[config.mk]
export PLATFORM = sky130hd
export DESIGN_NAME = ras_ctrl
export DESIGN_NICKNAME = d
export VERILOG_FILES = /design/src/rtl/ras_ctrl.sv
export SDC_FILE = /design/constraint.sdc
export NUM_CORES = 1
export LEC_CHECK = 0
export ABC_CLOCK_PERIOD_IN_PS = 3700
export CAP_MARGIN = 20
export CORE_MARGIN = 3
export CORE_UTILIZATION = 39
export CTS_BUF_LIST = sky130_fd_sc_hd__clkbuf_2 sky130_fd_sc_hd__clkbuf_4 sky130_fd_sc_hd__clkbuf_8
export CTS_CLUSTER_DIAMETER = 60
export CTS_CLUSTER_SIZE = 10
export DETAILED_ROUTE_END_ITERATION = 6
export PLACE_DENSITY = 0.82
export SYNTH_ARGS = -nofsm -noshare
export SYNTH_HDL_FRONTEND = slang
export SYNTH_SLANG_ARGS = --single-unit
export TNS_END_PERCENT = 20
[constraint.sdc]
create_clock -name clk -period 3.7 [get_ports clk]
set_clock_uncertainty 0.2 [all_clocks]
set_input_delay 0.555 -clock clk [delete_from_list [all_inputs] [get_ports clk]]
set_output_delay 0.555 -clock clk [all_outputs]
set_load 0.02 [all_outputs]
[src/rtl/ras_ctrl.sv]
// Return-address-stack predecoder: finds MIPS calls/returns in each fetch group, drives push/pop,
// tracks delay slots and issues a registered return redirect. Optional macro: RAS_CTRL_BRANCH_LINK_EN.
package ras_ctrl_pkg;
   typedef logic [31:0] virt_t;
   typedef struct packed {
      virt_t data;
      logic  valid;
   } ras_t;
endpackage

module ras_ctrl
   import ras_ctrl_pkg::*;
#(
   parameter int FETCH_NUM = 2
) (
   input  logic                       clk,
   input  logic                       rst,
   input  logic                       flush,
   input  logic [FETCH_NUM-1:0]       fetch_valid,
   input  logic                       fetch_ready,
   input  virt_t                      fetch_pc,
   input  logic [FETCH_NUM-1:0][31:0] fetch_instr,
   input  ras_t                       ras_top,
   output logic                       push_req,
   output logic                       pop_req,
   output virt_t                      push_data,
   output logic                       redirect_valid,
   output virt_t                      redirect_pc
);
   localparam int IW = (FETCH_NUM > 1) ? $clog2(FETCH_NUM) : 1;

   typedef enum logic {IDLE, WAIT_DS} state_t;

   state_t               state_reg, state_next;
   virt_t                saved_target_reg;
   logic                 saved_tvalid_reg;
   logic                 redirect_valid_reg;
   virt_t                redirect_pc_reg;

   logic [FETCH_NUM-1:0] is_call, is_ret, is_last;
   logic                 hit, hit_call, hit_last;
   logic [IW-1:0]        hit_idx;
   logic                 kill, accept, scan, ret_now;

   generate
      for (genvar gi = 0; gi < FETCH_NUM; gi++) begin : g_dec
         logic [5:0] op, funct;
         logic [4:0] rs, rd;
         logic       link_branch;
         logic       unused_fields;

         assign op    = fetch_instr[gi][31:26];
         assign rs    = fetch_instr[gi][25:21];
         assign rd    = fetch_instr[gi][15:11];
         assign funct = fetch_instr[gi][5:0];
`ifdef RAS_CTRL_BRANCH_LINK_EN
         // BLTZAL/BGEZAL link unconditionally, so they always count as calls
         assign link_branch = (op == 6'b000001) &&
                              ((fetch_instr[gi][20:16] == 5'b10000) ||
                               (fetch_instr[gi][20:16] == 5'b10001));
`else
         assign link_branch = 1'b0;
`endif
         assign unused_fields = ^{fetch_instr[gi][20:16], fetch_instr[gi][10:6]};

         assign is_call[gi] = fetch_valid[gi] &&
                              ((op == 6'b000011) ||
                               ((op == 6'b000000) && (funct == 6'b001001) && (rd == 5'd31)) ||
                               link_branch);
         assign is_ret[gi]  = fetch_valid[gi] &&
                              (op == 6'b000000) && (funct == 6'b001000) && (rs == 5'd31);

         if (gi == FETCH_NUM - 1) begin : g_tail
            assign is_last[gi] = 1'b1;
         end else begin : g_mid
            assign is_last[gi] = !fetch_valid[gi+1];
         end
      end
   endgenerate

   // Lowest-addressed call/return wins; younger slots are discarded after the delay slot
   always_comb begin
      hit      = 1'b0;
      hit_call = 1'b0;
      hit_last = 1'b0;
      hit_idx  = '0;
      for (int i = FETCH_NUM - 1; i >= 0; i--) begin
         if (is_call[i] || is_ret[i]) begin
            hit      = 1'b1;
            hit_call = is_call[i];
            hit_last = is_last[i];
            hit_idx  = IW'(i);
         end
      end
   end

   assign kill    = rst || flush;
   assign accept  = fetch_valid[0] && fetch_ready && !kill;
   assign scan    = accept && (state_reg == IDLE);
   assign ret_now = scan && hit && !hit_call;

   always_ff @(posedge clk) begin
      if (kill) state_reg <= IDLE;
      else      state_reg <= state_next;
   end

   always_comb begin
      state_next = state_reg;
      case (state_reg)
         IDLE:    if (ret_now && hit_last) state_next = WAIT_DS;
         WAIT_DS: if (accept)              state_next = IDLE;
         default:                          state_next = IDLE;
      endcase
   end

   always_comb begin
      push_req  = scan && hit && hit_call;
      pop_req   = ret_now;
      push_data = fetch_pc + (virt_t'(hit_idx) << 2) + 32'd8;
   end

   always_ff @(posedge clk) begin
      if (kill) begin
         saved_target_reg   <= '0;
         saved_tvalid_reg   <= 1'b0;
         redirect_valid_reg <= 1'b0;
         redirect_pc_reg    <= '0;
      end else begin
         redirect_valid_reg <= 1'b0;
         if (ret_now) begin
            saved_target_reg <= ras_top.data;
            saved_tvalid_reg <= ras_top.valid;
            if (!hit_last) begin
               redirect_valid_reg <= ras_top.valid;
               if (ras_top.valid) redirect_pc_reg <= ras_top.data;
            end
         end
         // The accepted group in WAIT_DS carries the delay slot; fire the saved target now
         if ((state_reg == WAIT_DS) && accept) begin
            redirect_valid_reg <= saved_tvalid_reg;
            if (saved_tvalid_reg) redirect_pc_reg <= saved_target_reg;
         end
      end
   end

   assign redirect_valid = redirect_valid_reg;
   assign redirect_pc    = redirect_pc_reg;
endmodule

==> out/qor.yml <==
placed_design:
  gp_congestion: 0.865
  dp.cells: 694
  port_buffers: 177
  placed_area_um2: 5450
  dp_hpwl_um: 7840
hold_path:
  hold_class: "flop to flop"
  hold_start: "saved_target_reg[4]"
  hold_end: "redirect_pc[4]"
  holdPathStages: 2
logic_synthesis:
  synth.largest_area_cell: "dfxtp_1"
  synthDistinctLibCells: 49
  syn_area_um2: 3520
  syn_inst: 410
  synth_top_area_share_pct: 38.1
  ys.warnings.count: 0
  synth-seq-area-share_pct: 38.1
  ys_top_cells_by_area: "dfxtp_1, nand2_1, mux2i_1, a21oi_2, xnor2_1"
  syn_nets: 547
  postSynthAreaPerCell_um2: 8.58
  synth_seq_cells: 67
setup_path:
  rr_endpoint: "redirect_pc[3]"
  r2r_setup_slack_ns: 1.53
  worstSetupPathType: "input port to output pin"
  critPathLaunchType: "input port"
  cp.arrival_ns: 2.85
  timing.rr.start: "state_reg"
  crit_fanout: 2
  worst-r2r-cell-count: 5
  critPathCaptureType: "output pin"
  crit_required_ns: 2.94
power:
  p_leak_nw: 2.37
  ir_drop_mv: 0.268
  finalPower_mw: 1.71
  p_per_area_nw_per_um2: 290
clocking:
  clk_pin_slew_worst_paths_ns: 0.08
  htree_levels: 3
  numCtsBuffers: 9
  cts_num_sinks: 67
  clockRootBuffer: "clkbuf_8"
  clock_latency_ns: 0.33
  tritoncts: "yes"
  cts_buffer_depth: 2
routing:
  vias: 3668
  routed_wl_um: 10900
  drc: 0
  vias_per_cell: 5.02
  first_pass_iters: 4
  drtIter0Drc: 115
  ant_nets: 0
  wl_per_cell_um: 15.0
sta:
  rsz0062_at_grt: "yes"
  maxSlewHeadroom_pct: 33.4
  fmax_mhz: 277
  hold_viol: 0
  period_share_pct: 97.4
  finalSetupTns_ns: 0
  worstMarginPinSlew_ns: 0.999
  finalMaxSlewViolations: 0
  finalCriticalPeriod_ns: 3.60
  setup_viol: 0
  fin_hold_ws_ns: 0.245
global_routing:
  grt_pass1_vias: 3855
  groute.usage.overall_pct: 21.6
  grt_pass1_wl_um: 17800
  antenna_found_initial: 0
  grt_max_degree: 35
  grt_overflow: 0
layout:
  mostFrequentLayoutCell: "nand2_1"
  stdcell_count: 730
  drive_gt1_share_pct: 27.8
  stdcell_area_um2: 5900
  antennaDiodeCount: 0
  fin_nets: 754
  area_growth_pct: 67.9
  final_cell_mix: "nand2_1, clkdlybuf4s50_1, dfxtp_1"
floorplan:
  io_pins: 202
  coreArea_um2: 8720
  die_w_um: 101
  num_rows: 34
  die_y_um: 101
  floorplan.initialDensity_pct: 40.3
  fp.dieArea_um2: 10200
run:
  drv_cap: 0
run_status:
  outcome: "finished clean"
==> where the power goes <==
group | switching, mW | internal, mW | total, mW | leakage, nW
Combinational | 0.109 | 0.141 | 0.250 | 1.71
Sequential | 0.0000000429 | 0.720 | 0.720 | 0.539
Clock | 0.286 | 0.453 | 0.739 | 0.120
==> layout make-up <==
class                      count  area, µm²
fill                         711       2820
multi-input combinational    315       2210
timing repair buffer         220       1950
sequential                    67       1340
tap                          108        135
clock buffer                   9        124
clock inverter                 7        124
inverter                       4       17.5
==> worst max path at each step <==
stage / startpoint / to / slack, ns / cells past startpoint
2_1_floorplan: fetch_instr[61] / push_data[31] / 0.12 / 11
3_3_place_gp: fetch_valid[1] / push_data[30] / -0.69 / 14
3_5_place_dp: fetch_valid[1] / push_data[26] / -0.86 / 14
4_1_cts: fetch_instr[5] / state_reg / -0.05 / 27
5_1_grt: fetch_instr[33] / push_data[31] / -0.08 / 15
6_report: fetch_instr[63] / push_data[22] / 0.1 / 15
==> metal layers <==
layer | GRT usage, % | vias up | routed length, µm
li1 | - | 1810 | -
met1 | 24.1 | 1705 | 4390
met2 | 39.3 | 131 | 5620
met3 | 5.26 | 22 | 662
met4 | 8.08 | 0 | 265
met5 | 0 | - | 0
==> cell usage after synthesis (all sizes together) <==
master / n
a211o: 1
a211oi: 1
a21boi: 1
a21oi: 35
a31oi: 1
a32oi: 1
and2: 3
and3: 6
and4: 4
and4b: 1
and4bb: 1
buf: 17
clkbuf: 7
dfxtp: 67
ha: 2
inv: 4
mux2i: 32
nand2: 111
nand2b: 4
nand3: 12
nand4: 7
nand4b: 1
nor2: 13
nor3: 2
nor3b: 2
nor4: 2
nor4b: 1
o2111ai: 1
o211ai: 1
o21a: 1
o21ai: 33
o21bai: 1
or2: 2
or2b: 1
or3: 2
or4: 1
xnor2: 22
xor2: 6
==> what timing repair did <==
item	in CTS	in global routing
pin swaps	31	35
buffers inserted	21	3
gates cloned	0	0
hold endpoints to repair	0	0
endpoints found under the setup margin	29	27
hold buffers	0	0
resized for setup	176	64
==> per-stage QoR <==
step | worst slack [ns] | util, %
global placement | -0.690 | 62.5
finish | 0.0951 | 67.7
detailed placement | -0.855 | 62.5
CTS | -0.0536 | 67.5
floorplan | 0.122 | -
global route | -0.0791 | 67.7
==> worst max-delay path, cell delays in order <==
cell and delay, ns:
buf_2 0.10, or3_4 0.40, nor2_4 0.09, o211ai_1 0.14, nor2_2 0.12, ha_2 0.20
inv_2 0.05, ha_4 0.16, nor3b_4 0.20, nand4_1 0.20, buf_4 0.21, inv_4 0.06
nand3_4 0.07, xnor2_2 0.14, buf_4 0.15
==> cells by family (layout without fill, tap and decap cells) <==
| kind of cell | Yosys count | after routing | synth area share, % |
|---|---|---|---|
| DFF | 67 | 67 | 38.1 |
| xor gates and xnor gates | 28 | 28 | 6.97 |
| adders and majority gates | 2 | 2 | 0.712 |
| AOI/OAI and AO/OA | 77 | 77 | 15.6 |
| and+or+nand+nor | 176 | 176 | 24.2 |
| buffers and inverters | 28 | 240 | 5.30 |
| muxes | 32 | 32 | 9.11 |
No activity file was read; power rests on OpenSTA's default activity.
